File: src/rtl/fp_pkg.sv
// Shared single-precision constants, rounding-mode encoding and small
// helpers for the FPU datapaths (divider, multiplier).
package fp_pkg;

   localparam int unsigned EXP_W  = 8;
   localparam int unsigned FRAC_W = 23;
   localparam int unsigned MANT_W = FRAC_W + 1;
   localparam int unsigned WORD_W = EXP_W + FRAC_W + 1;
   // Quotient bits: 1 integer, 23 fraction, guard, extra.
   localparam int unsigned QBITS  = 26;
   localparam int unsigned BIAS   = 127;

   localparam logic [31:0] QNAN       = 32'h7fc00000;
   localparam logic [31:0] POS_INF    = 32'h7f800000;
   localparam logic [31:0] MAX_FINITE = 32'h7f7fffff;

   // Encodings 101..111 are not listed and fall back to round-to-nearest-even.
   typedef enum logic [2:0] {
      RM_RNE = 3'b000,
      RM_RTZ = 3'b001,
      RM_RDN = 3'b010,
      RM_RUP = 3'b011,
      RM_RMM = 3'b100
   } rmode_t;

   function automatic logic [31:0] signed_inf(input logic sign);
      return {sign, POS_INF[30:0]};
   endfunction

   function automatic logic [31:0] signed_max(input logic sign);
      return {sign, MAX_FINITE[30:0]};
   endfunction

endpackage

File: src/rtl/fp_div_seq_if.sv
// Start/done handshake and result bus between the execute stage and the
// sequential divider.
interface fp_div_seq_if;
   import fp_pkg::*;

   logic              start;
   logic [WORD_W-1:0] fp_X;
   logic [WORD_W-1:0] fp_Y;
   logic [2:0]        r_mode;
   logic              busy;
   logic              done;
   logic [WORD_W-1:0] fp_Z;
   logic              ovrf;
   logic              udrf;
   logic              dz;
   logic              nan;

   modport master (
      output start, fp_X, fp_Y, r_mode,
      input  busy, done, fp_Z, ovrf, udrf, dz, nan
   );

   modport slave (
      input  start, fp_X, fp_Y, r_mode,
      output busy, done, fp_Z, ovrf, udrf, dz, nan
   );

endinterface

File: src/rtl/fp_round.sv
// Combinational rounding of a normalized 23-bit fraction given guard and
// sticky; a carry out means the significand wrapped to 1.0 x 2^(E+1).
module fp_round
   import fp_pkg::*;
(
   input  logic [FRAC_W-1:0] mant,
   input  logic              guard,
   input  logic              sticky,
   input  logic              sign,
   input  logic [2:0]        r_mode,
   output logic [FRAC_W-1:0] mant_rnd,
   output logic              carry
);

   logic inc;

   // Decide whether the discarded bits push the result up by one ulp.
   always_comb begin
      inc = 1'b0;
      case (r_mode)
         RM_RTZ:  inc = 1'b0;
         RM_RDN:  inc = sign & (guard | sticky);
         RM_RUP:  inc = ~sign & (guard | sticky);
         RM_RMM:  inc = guard;
         default: inc = guard & (sticky | mant[0]);
      endcase
   end

   assign {carry, mant_rnd} = {1'b0, mant} + {{FRAC_W{1'b0}}, inc};

endmodule

File: src/rtl/fp_div_seq.sv
// Iterative single-precision divider: special-case screening, one restoring
// quotient bit per cycle, then normalize/round/range-check in one cycle.
module fp_div_seq
   import fp_pkg::*;
(
   input  logic         clk,
   input  logic         rst,
   fp_div_seq_if.slave  bus
);

   typedef enum logic [2:0] {
      S_IDLE    = 3'd0,
      S_SPECIAL = 3'd1,
      S_DIV     = 3'd2,
      S_ROUND   = 3'd3,
      S_DONE    = 3'd4
   } state_t;

   state_t              state;
   logic [4:0]          cnt;
   logic [WORD_W-1:0]   x_r, y_r;
   logic [2:0]          rm_r;
   logic [MANT_W:0]     rem;
   logic [QBITS-1:0]    q;
   logic [WORD_W-1:0]   z_r;
   logic                ovrf_r, udrf_r, dz_r, nan_r;

   // Operand field decode (exponent 0 is flushed to signed zero).
   logic [EXP_W-1:0]  x_exp, y_exp;
   logic              sign;
   logic              x_zero, y_zero, x_inf, y_inf, x_nan, y_nan;
   logic [MANT_W-1:0] my;

   assign x_exp  = x_r[WORD_W-2 -: EXP_W];
   assign y_exp  = y_r[WORD_W-2 -: EXP_W];
   assign sign   = x_r[WORD_W-1] ^ y_r[WORD_W-1];
   assign x_zero = (x_exp == '0);
   assign y_zero = (y_exp == '0);
   assign x_inf  = (x_exp == '1) && (x_r[FRAC_W-1:0] == '0);
   assign y_inf  = (y_exp == '1) && (y_r[FRAC_W-1:0] == '0);
   assign x_nan  = (x_exp == '1) && (x_r[FRAC_W-1:0] != '0);
   assign y_nan  = (y_exp == '1) && (y_r[FRAC_W-1:0] != '0);
   assign my     = {1'b1, y_r[FRAC_W-1:0]};

   logic              spec_hit, spec_dz, spec_nan;
   logic [WORD_W-1:0] spec_z;

   // Resolve special operand combinations in priority order.
   always_comb begin
      spec_hit = 1'b1;
      spec_dz  = 1'b0;
      spec_nan = 1'b0;
      spec_z   = '0;
      if (x_nan || y_nan || (x_zero && y_zero) || (x_inf && y_inf)) begin
         spec_z   = QNAN;
         spec_nan = 1'b1;
      end else if (x_inf) begin
         spec_z = signed_inf(sign);
      end else if (y_inf) begin
         spec_z = {sign, {(WORD_W-1){1'b0}}};
      end else if (y_zero) begin
         spec_z  = signed_inf(sign);
         spec_dz = 1'b1;
      end else if (x_zero) begin
         spec_z = {sign, {(WORD_W-1){1'b0}}};
      end else begin
         spec_hit = 1'b0;
      end
   end

   // Restoring step: trial subtract of the divisor from the partial remainder.
   logic            rem_ge;
   logic [MANT_W:0] rem_sub, rem_nx;

   assign rem_ge  = (rem >= {1'b0, my});
   assign rem_sub = rem - {1'b0, my};
   assign rem_nx  = rem_ge ? rem_sub : rem;

   // Normalization: q[25] is the integer bit; when clear, the quotient is in
   // [0.5,1) and everything shifts down one place with the exponent.
   logic              q_int;
   logic [FRAC_W-1:0] mant, mant_rnd;
   logic              guard, sticky, carry;
   logic signed [9:0] e_pre, e_rnd;

   assign q_int  = q[QBITS-1];
   assign mant   = q_int ? q[QBITS-2:2] : q[QBITS-3:1];
   assign guard  = q_int ? q[1] : q[0];
   assign sticky = (q_int & q[0]) | (rem != '0);
   assign e_pre  = {2'b00, x_exp} - {2'b00, y_exp} + 10'(BIAS) - {9'd0, ~q_int};
   assign e_rnd  = e_pre + {9'd0, carry};

   fp_round u_round (
      .mant     (mant),
      .guard    (guard),
      .sticky   (sticky),
      .sign     (sign),
      .r_mode   (rm_r),
      .mant_rnd (mant_rnd),
      .carry    (carry)
   );

   logic [WORD_W-1:0] rnd_z;
   logic              rnd_ovrf, rnd_udrf;

   // Range-check the rounded result; overflow saturates per rounding direction.
   always_comb begin
      rnd_ovrf = 1'b0;
      rnd_udrf = 1'b0;
      rnd_z    = {sign, e_rnd[EXP_W-1:0], mant_rnd};
      if (e_rnd >= 10'sd255) begin
         rnd_ovrf = 1'b1;
         case (rm_r)
            RM_RTZ:  rnd_z = signed_max(sign);
            RM_RDN:  rnd_z = sign ? signed_inf(sign) : signed_max(sign);
            RM_RUP:  rnd_z = sign ? signed_max(sign) : signed_inf(sign);
            default: rnd_z = signed_inf(sign);
         endcase
      end else if (e_rnd <= 10'sd0) begin
         rnd_udrf = 1'b1;
         rnd_z    = {sign, {(WORD_W-1){1'b0}}};
      end
   end

   // Control FSM plus operand, quotient and result registers.
   always_ff @(posedge clk or posedge rst) begin
      if (rst) begin
         state  <= S_IDLE;
         cnt    <= '0;
         x_r    <= '0;
         y_r    <= '0;
         rm_r   <= '0;
         rem    <= '0;
         q      <= '0;
         z_r    <= '0;
         ovrf_r <= 1'b0;
         udrf_r <= 1'b0;
         dz_r   <= 1'b0;
         nan_r  <= 1'b0;
      end else begin
         case (state)
            S_IDLE: begin
               if (bus.start) begin
                  x_r    <= bus.fp_X;
                  y_r    <= bus.fp_Y;
                  rm_r   <= bus.r_mode;
                  ovrf_r <= 1'b0;
                  udrf_r <= 1'b0;
                  dz_r   <= 1'b0;
                  nan_r  <= 1'b0;
                  state  <= S_SPECIAL;
               end
            end
            S_SPECIAL: begin
               if (spec_hit) begin
                  z_r   <= spec_z;
                  dz_r  <= spec_dz;
                  nan_r <= spec_nan;
                  state <= S_DONE;
               end else begin
                  rem   <= {2'b01, x_r[FRAC_W-1:0]};
                  q     <= '0;
                  cnt   <= '0;
                  state <= S_DIV;
               end
            end
            S_DIV: begin
               q   <= {q[QBITS-2:0], rem_ge};
               rem <= {rem_nx[MANT_W-1:0], 1'b0};
               cnt <= cnt + 5'd1;
               if (cnt == 5'(QBITS - 1)) begin
                  state <= S_ROUND;
               end
            end
            S_ROUND: begin
               z_r    <= rnd_z;
               ovrf_r <= rnd_ovrf;
               udrf_r <= rnd_udrf;
               state  <= S_DONE;
            end
            S_DONE: begin
               state <= S_IDLE;
            end
            default: begin
               state <= S_IDLE;
            end
         endcase
      end
   end

   assign bus.busy = (state != S_IDLE);
   assign bus.done = (state == S_DONE);
   assign bus.fp_Z = z_r;
   assign bus.ovrf = ovrf_r;
   assign bus.udrf = udrf_r;
   assign bus.dz   = dz_r;
   assign bus.nan  = nan_r;

endmodule

File: src/flat_wrapper.sv
// flat-port wrapper written by rule: the top's interface ports become plain ports
module fp_div_seq_flat import fp_pkg::*;
  (clk, rst, bus_start, bus_fp_X, bus_fp_Y, bus_r_mode, bus_busy, bus_done, bus_fp_Z, bus_ovrf, bus_udrf, bus_dz, bus_nan);
  fp_div_seq_if bus_i ();
  input  logic clk;
  input  logic rst;
  input wire logic [$bits(bus_i.start)-1:0] bus_start;
  input wire logic [$bits(bus_i.fp_X)-1:0] bus_fp_X;
  input wire logic [$bits(bus_i.fp_Y)-1:0] bus_fp_Y;
  input wire logic [$bits(bus_i.r_mode)-1:0] bus_r_mode;
  output wire logic [$bits(bus_i.busy)-1:0] bus_busy;
  output wire logic [$bits(bus_i.done)-1:0] bus_done;
  output wire logic [$bits(bus_i.fp_Z)-1:0] bus_fp_Z;
  output wire logic [$bits(bus_i.ovrf)-1:0] bus_ovrf;
  output wire logic [$bits(bus_i.udrf)-1:0] bus_udrf;
  output wire logic [$bits(bus_i.dz)-1:0] bus_dz;
  output wire logic [$bits(bus_i.nan)-1:0] bus_nan;
  assign bus_i.start = bus_start;
  assign bus_i.fp_X = bus_fp_X;
  assign bus_i.fp_Y = bus_fp_Y;
  assign bus_i.r_mode = bus_r_mode;
  assign bus_busy = bus_i.busy;
  assign bus_done = bus_i.done;
  assign bus_fp_Z = bus_i.fp_Z;
  assign bus_ovrf = bus_i.ovrf;
  assign bus_udrf = bus_i.udrf;
  assign bus_dz = bus_i.dz;
  assign bus_nan = bus_i.nan;
  fp_div_seq u_core (.clk(clk), .rst(rst), .bus(bus_i));
endmodule
File: config.mk
export PLATFORM = sky130hd
export DESIGN_NAME = fp_div_seq_flat
export DESIGN_NICKNAME = d
export VERILOG_FILES = /design/src/rtl/fp_pkg.sv /design/src/rtl/fp_div_seq_if.sv /design/src/rtl/fp_round.sv /design/src/rtl/fp_div_seq.sv /design/src/flat_wrapper.sv
export SDC_FILE = /design/constraint.sdc
export NUM_CORES = 1
export LEC_CHECK = 0
export CAP_MARGIN = 25
export CORE_ASPECT_RATIO = 0.8
export CORE_UTILIZATION = 30
export CTS_BUF_LIST = sky130_fd_sc_hd__clkbuf_8 sky130_fd_sc_hd__clkbuf_16
export CTS_CLUSTER_SIZE = 12
export DETAILED_ROUTE_END_ITERATION = 7
export GPL_TIMING_DRIVEN = 0
export SLEW_MARGIN = 40
export SYNTH_ARGS = -nofsm -noshare
export SYNTH_HDL_FRONTEND = slang
export SYNTH_SLANG_ARGS = --single-unit
export TNS_END_PERCENT = 20
File: constraint.sdc
create_clock -name clk -period 15.9 [get_ports clk]
set_input_delay 1.59 -clock clk [delete_from_list [all_inputs] [get_ports clk]]
set_output_delay 1.59 -clock clk [all_outputs]
set_load 0.005 [all_outputs]
==> metrics.txt, run 1 <==
outcome finished, violations left; failing checks design-rule violations; Syn-to-layout area delta 22.50%; Fin Setup TNS 0 ps; hpwl dp 23,170 µm; post-route ant nets 0; CP arrival 6810 ps; Post-Syn Nets 1,249; first-pass GRT wire length 47,930 µm; CP required 16,200 ps; Placed Area 11,760 µm²; post-layout util 0.3772; Reg clk slew, reported paths 70 ps; final net count 1,377; pin count of the biggest net entering global routing 75; layout cells sized above 1 0.08634; mapped cell area 10,090 µm²; Vias/cell 5.100; Ys Warns 0; buffers from clock root to sink, at most 2; worst r2r src u_core.q[25]; CTS tree yes; CP max stage cell or4_1; final setup fails 0; commonest cells after routing, fill and taps aside 162 x dfrtp_1, 160 x nand2_1, 119 x o21ai_0; final hold violation count 0; ys flop type dfrtp_1; RSZ-0062 raised after global routing false; DRT Wirelength 30,020 µm; max-slew violations 0; crit-path leading delay family simple AND/OR/NAND/NOR gates; Max-Cap Viols 0; FF-to-FF path depth 26; Yosys cell types 67; Seq cells post-synth 162; hold buffers post-CTS 0; cts bufs inserted 17; I/O pin count 108; die footprint 34,380 µm²; Setup crit start kind flop; CP Max Fanout 10; Worst path max stage delay 480 ps; FMAX 0.1538 GHz; transition time at the pin with the least slew margin 744.7 ps; clock root buffer clkbuf_16; Reg-to-Reg End u_core.bus.fp_Z[22]; # port buffers 107; asr flop ratio synth 1.000; Post-CTS Setup Bufs 0; Hold Path End u_core.bus.fp_Z[19]; top post-synthesis cells by area dfrtp_1 40%, nand2_1 6.0%, o21ai_0 5.9%; CTS Sinks 162; Starting Density 0.3079; hold_sp u_core.bus.fp_Z[19]; post_cts resized 0; post-synth top area share 0.4017; crit path time final 6503 ps; Slew HR 0.5035; CTS H-tree lvls 4; DRC viols 8; Synth area leader dfrtp_1; post-synthesis sequential area ratio 0.4017; WHS Path Cells 2; EDFF count, synth 0; worst skew pair latency 440 ps; reg-to-reg setup timing slack 9400 ps; CP endpoint kind flop; 1st-iter DRT viols 520; vias 8,696; initial antenna violation count 4; 1st-pass router iterations 7; core area 32,780 µm²; Die Height 166.1 µm; GRT Overall Usage 0.1766; Hold Path Class flop to flop; Setup CP Type flop to flop; syn avg cell area 8.907 µm²; most used cell, CP o31a_1; Die Span X 207.1 µm; vias in the first global route 8,632; final RePlAce weighted congestion 0.9141; Final Cycle Share 0.4090; Final Skew 13.43 ps; worst path buffer plus inverter count 6; Gate Count Post-Synth 1,133; row count 59; total gr overflow 0; Design Area, Final 12,360 µm²; Hold WS 486.1 ps; leading cell type in the layout, fill and taps excluded dfrtp_1; WL per Instance 17.61 µm
## synth_stat cells (4+ instances only)
cell        n
buf_2      13
a211oi_1   21
nand3_1    23
o21a_1     10
buf_1       6
or4_1       4
fa_1        4
and3_1     11
nor3b_1     5
ha_1       42
clkbuf_1   50
nand2b_1    7
and2_1      5
xnor2_1    40
a31oi_1     6
nor3_1     14
mux2i_1    28
dfrtp_1   162
o21ai_0   119
a21o_1     13
nor2_1     42
o21bai_1    6
a311oi_1    4
o22ai_1     6
mux2_2     44
a221o_1     6
nand2_1   160
xor2_1     23
nor4_1     21
inv_1      58
nand4_1    17
o31a_1      4
a21oi_1    82
nor2b_1    24
## metrics by stage
stage / cells / setup WS, ps
after CTS: 1701 / 9457
after detailed placement: 1669 / 9461
after global routing: 1701 / 8892
final: 1705 / 9397
after floorplan: 1133 / 9933
after global placement: 1667 / 7526
## cell families (layout without fill, tap and decap cells)
group,count (synthesis),count (layout),share of synthesized area
AOI/OAI and AO/OA,308,308,0.1863
and+or+nand+nor,350,350,0.1670
adders and majority gates,46,46,0.06000
other,0,4,0
xor gates and xnor gates,63,63,0.05467
muxes,72,72,0.07687
buffers and inverters,132,273,0.05343
DFF,162,162,0.4017
## final cells by class
cell class / instances / area (µm²)
Sequential cell: 162 / 4054
Fill cell: 3358 / 20410
Antenna cell: 4 / 10.01
Tap cell: 427 / 534.3
Inverter: 58 / 225.2
Clock buffer: 18 / 439.2
Buffer: 74 / 322.8
Multi-Input combinational cell: 839 / 5499
Clock inverter: 14 / 152.6
Timing Repair Buffer: 109 / 1126
## worst register-to-register path, cell delays in order, from the launching register on
cell and delay [ps]:
dfrtp_1 460, buf_2 320, buf_1 480, mux2i_1 200, o32a_1 190, a21oi_1 120
ha_1 230, and4_1 210, clkbuf_1 240, nand3_1 120, nor4_1 400, nand2_1 150
nor2_1 300, fa_1 280, ha_1 200, inv_1 60, fa_1 430, nor2b_4 130
o31a_1 180, o31a_1 150, a21oi_1 70, or4_1 480, o31a_1 260, buf_6 140
buf_2 170, a31oi_1 260, o22ai_1 130
## sequential cells by signal (all words and copies together), names as in the netlist
name,count
u_core.rem,25
u_core.q,26
u_core.state,3
u_core.x_r,32
u_core.bus.ovrf,1
u_core.bus.udrf,1
u_core.cnt,5
u_core.bus.dz,1
u_core.y_r,32
u_core.bus.fp_Z,32
u_core.rm_r,3
u_core.bus.nan,1
## worst max-delay path by stage
stage,startpoint,end,slack [ps],cells past startpoint
2_1_floorplan,rst,u_core.bus.dz,9930,1
3_3_place_gp,rst,u_core.x_r[12],7530,2
3_5_place_dp,u_core.q[25],u_core.bus.fp_Z[22],9460,26
4_1_cts,u_core.q[25],u_core.bus.fp_Z[22],9460,26
5_1_grt,u_core.q[25],u_core.bus.fp_Z[22],8890,26
6_report,u_core.q[25],u_core.bus.fp_Z[22],9400,26
## per-layer routing
metal,track usage,part of all wire,wire length (µm)
met5,0,0.00077,23
met4,0.05743,0.023,690
met3,0.04501,0.063,1886
met2,0.2540,0.42,12480
met1,0.2559,0.50,14950
Power of run 1 is not shown: default switching activity piles up to over one toggle a cycle in this logic, so the estimate is an artifact.
==> inputs of run 2 (changes only) <==
==> constraint.sdc (replaced) <==
create_clock -name clk -period 6.8 [get_ports clk]
set_input_delay 0.68 -clock clk [delete_from_list [all_inputs] [get_ports clk]]
set_output_delay 0.68 -clock clk [all_outputs]
set_load 0.005 [all_outputs]
==> run 2 against run 1 <==
- the flow still finishes with violations (design-rule violations)
- clock skew rose by 0.60 ps
- hold slack barely moved
- global-route usage did not move
- sequential share of layout area barely moved
- routed wire length fell by 0.16%
- utilization barely moved
- critical path type unchanged
==> metrics.txt, run 2 (synthesis gave the netlist of run 1 again) <==
Reg-to-Reg End u_core.bus.fp_Z[22] (unchanged); Placed Area 11,760 µm² (unchanged); WL per Instance 17.58 µm (was 17.61 µm); Slew HR 0.4985 (was 0.5035); final net count 1,377 (unchanged); die footprint 34,380 µm² (unchanged); CP arrival 6590 ps (was 6810 ps); max-slew violations 0 (unchanged); Post-CTS Setup Bufs 0 (unchanged); CP max stage cell or4_1 (unchanged); Setup CP Type flop to flop (unchanged); leading cell type in the layout, fill and taps excluded dfrtp_1 (unchanged); Die Span X 207.1 µm (unchanged); core area 32,780 µm² (unchanged); DRT Wirelength 29,970 µm (was 30,020 µm); Design Area, Final 12,370 µm² (was 12,360 µm²); post-layout util 0.3775 (was 0.3772); Syn-to-layout area delta 22.60% (was 22.50%); final setup fails 0 (unchanged); post-route ant nets 0 (unchanged); I/O pin count 108 (unchanged); # port buffers 107 (unchanged); Setup crit start kind flop (unchanged); Starting Density 0.3079 (unchanged); CTS tree yes (unchanged); total gr overflow 0 (unchanged); failing checks design-rule violations (unchanged); GRT Overall Usage 0.1766 (unchanged); outcome finished, violations left (unchanged); hpwl dp 23,170 µm (unchanged); buffers from clock root to sink, at most 2 (unchanged); Max-Cap Viols 0 (unchanged); FF-to-FF path depth 29 (was 26); final RePlAce weighted congestion 0.9141 (unchanged); 1st-pass router iterations 7 (unchanged); worst skew pair latency 440 ps (about the same); hold buffers post-CTS 0 (unchanged); Reg clk slew, reported paths 70 ps (about the same); Hold Path End u_core.bus.fp_Z[19] (unchanged); 1st-iter DRT viols 560 (was 520); worst r2r src u_core.q[25] (unchanged); cts bufs inserted 17 (unchanged); reg-to-reg setup timing slack 510 ps (was 9400 ps); CTS H-tree lvls 4 (unchanged); first-pass GRT wire length 47,930 µm (unchanged); pin count of the biggest net entering global routing 75 (unchanged); vias 8,716 (was 8,696); DRC viols 8 (unchanged); CP required 7100 ps (was 16,200 ps); crit path time final 6291 ps (was 6503 ps); Hold Path Class flop to flop (unchanged); row count 59 (unchanged); Vias/cell 5.112 (was 5.100); CP Max Fanout 10 (unchanged); Worst path max stage delay 480 ps (about the same); Hold WS 486.1 ps (about the same); CP endpoint kind flop (unchanged); FMAX 0.1590 GHz (was 0.1538 GHz); hold_sp u_core.bus.fp_Z[19] (unchanged); Final Cycle Share 0.9252 (was 0.4090); initial antenna violation count 4 (unchanged); vias in the first global route 8,632 (unchanged); RSZ-0062 raised after global routing false (unchanged); clock root buffer clkbuf_16 (unchanged); CTS Sinks 162 (unchanged); WHS Path Cells 2 (unchanged); Final Skew 14.03 ps (was 13.43 ps); commonest cells after routing, fill and taps aside 162 x dfrtp_1, 160 x nand2_1, 119 x o21ai_0 (unchanged); layout cells sized above 1 0.08791 (was 0.08634); transition time at the pin with the least slew margin 752.3 ps (was 744.7 ps); Die Height 166.1 µm (unchanged); final hold violation count 0 (unchanged)
[run 2: cell count changes in the layout (fill, tap and decap cells not counted)]
| cell | previous run | this run |
|---|---|---|
| clkbuf_2 | 2 | 3 |
| nor4_1 | 21 | 20 |
| nor4_2 | 0 | 1 |
| clkbuf_4 | 0 | 1 |
| buf_2 | 13 | 12 |
| buf_1 | 5 | 4 |
[run 2: worst max path at each step]
stage                 startpoint             endpoint  slack [ps]  cells after the start
finish              u_core.q[25]  u_core.bus.fp_Z[22]         510                     29
global route        u_core.q[25]  u_core.bus.fp_Z[22]          60                     29
CTS                 u_core.q[25]  u_core.bus.fp_Z[22]         360                     26
detailed placement  u_core.q[25]  u_core.bus.fp_Z[22]         360                     26
global placement             rst       u_core.x_r[12]        -660                      2
floorplan           u_core.q[25]  u_core.bus.fp_Z[26]        1480                     26
[run 2: through the flow]
stage / setup TNS, ps / setup WS (ps) / cells
3_3_place_gp: -104460 / -663.9 / 1667
5_1_grt: 0 / 57.38 / 1701
6_report: 0 / 508.9 / 1705
2_1_floorplan: 0 / 1485 / 1133
3_5_place_dp: 0 / 360.8 / 1669
4_1_cts: 0 / 357.1 / 1701
[run 2: routing by layer]
metal  part of all wire  GRT usage  up-vias
met5            0.00077          0        -
met4              0.023    0.05743        4
met1               0.50     0.2559     4200
met2               0.42     0.2540      199
met3              0.061    0.04501       43
li1                   -          -     4270
[run 2: final cells by class]
class	instances	area, µm²
diodes	4	10.01
multi-input cells	839	5505
flip-flops and latches	162	4054
plain buffers	74	326.6
repair buffers	109	1126
clock buffers	18	439.2
inverters	58	225.2
fillers	3357	20400
clock inverters	14	152.6
well taps	427	534.3
[run 2: timing repair]
action,in CTS,in global routing
gates resized for setup,0,3
setup endpoints to repair,0,24
hold endpoints to repair,0,0
[run 2: critical path, delay by kind of cell, from the launching register on]
family / cells / cell delay (ps)
simple gates: 10 / 2150
compound gates: 10 / 1490
fa+ha+maj: 4 / 1130
buf+inv: 5 / 900
flops: 1 / 450
Power of run 2 is left out for the same reason.
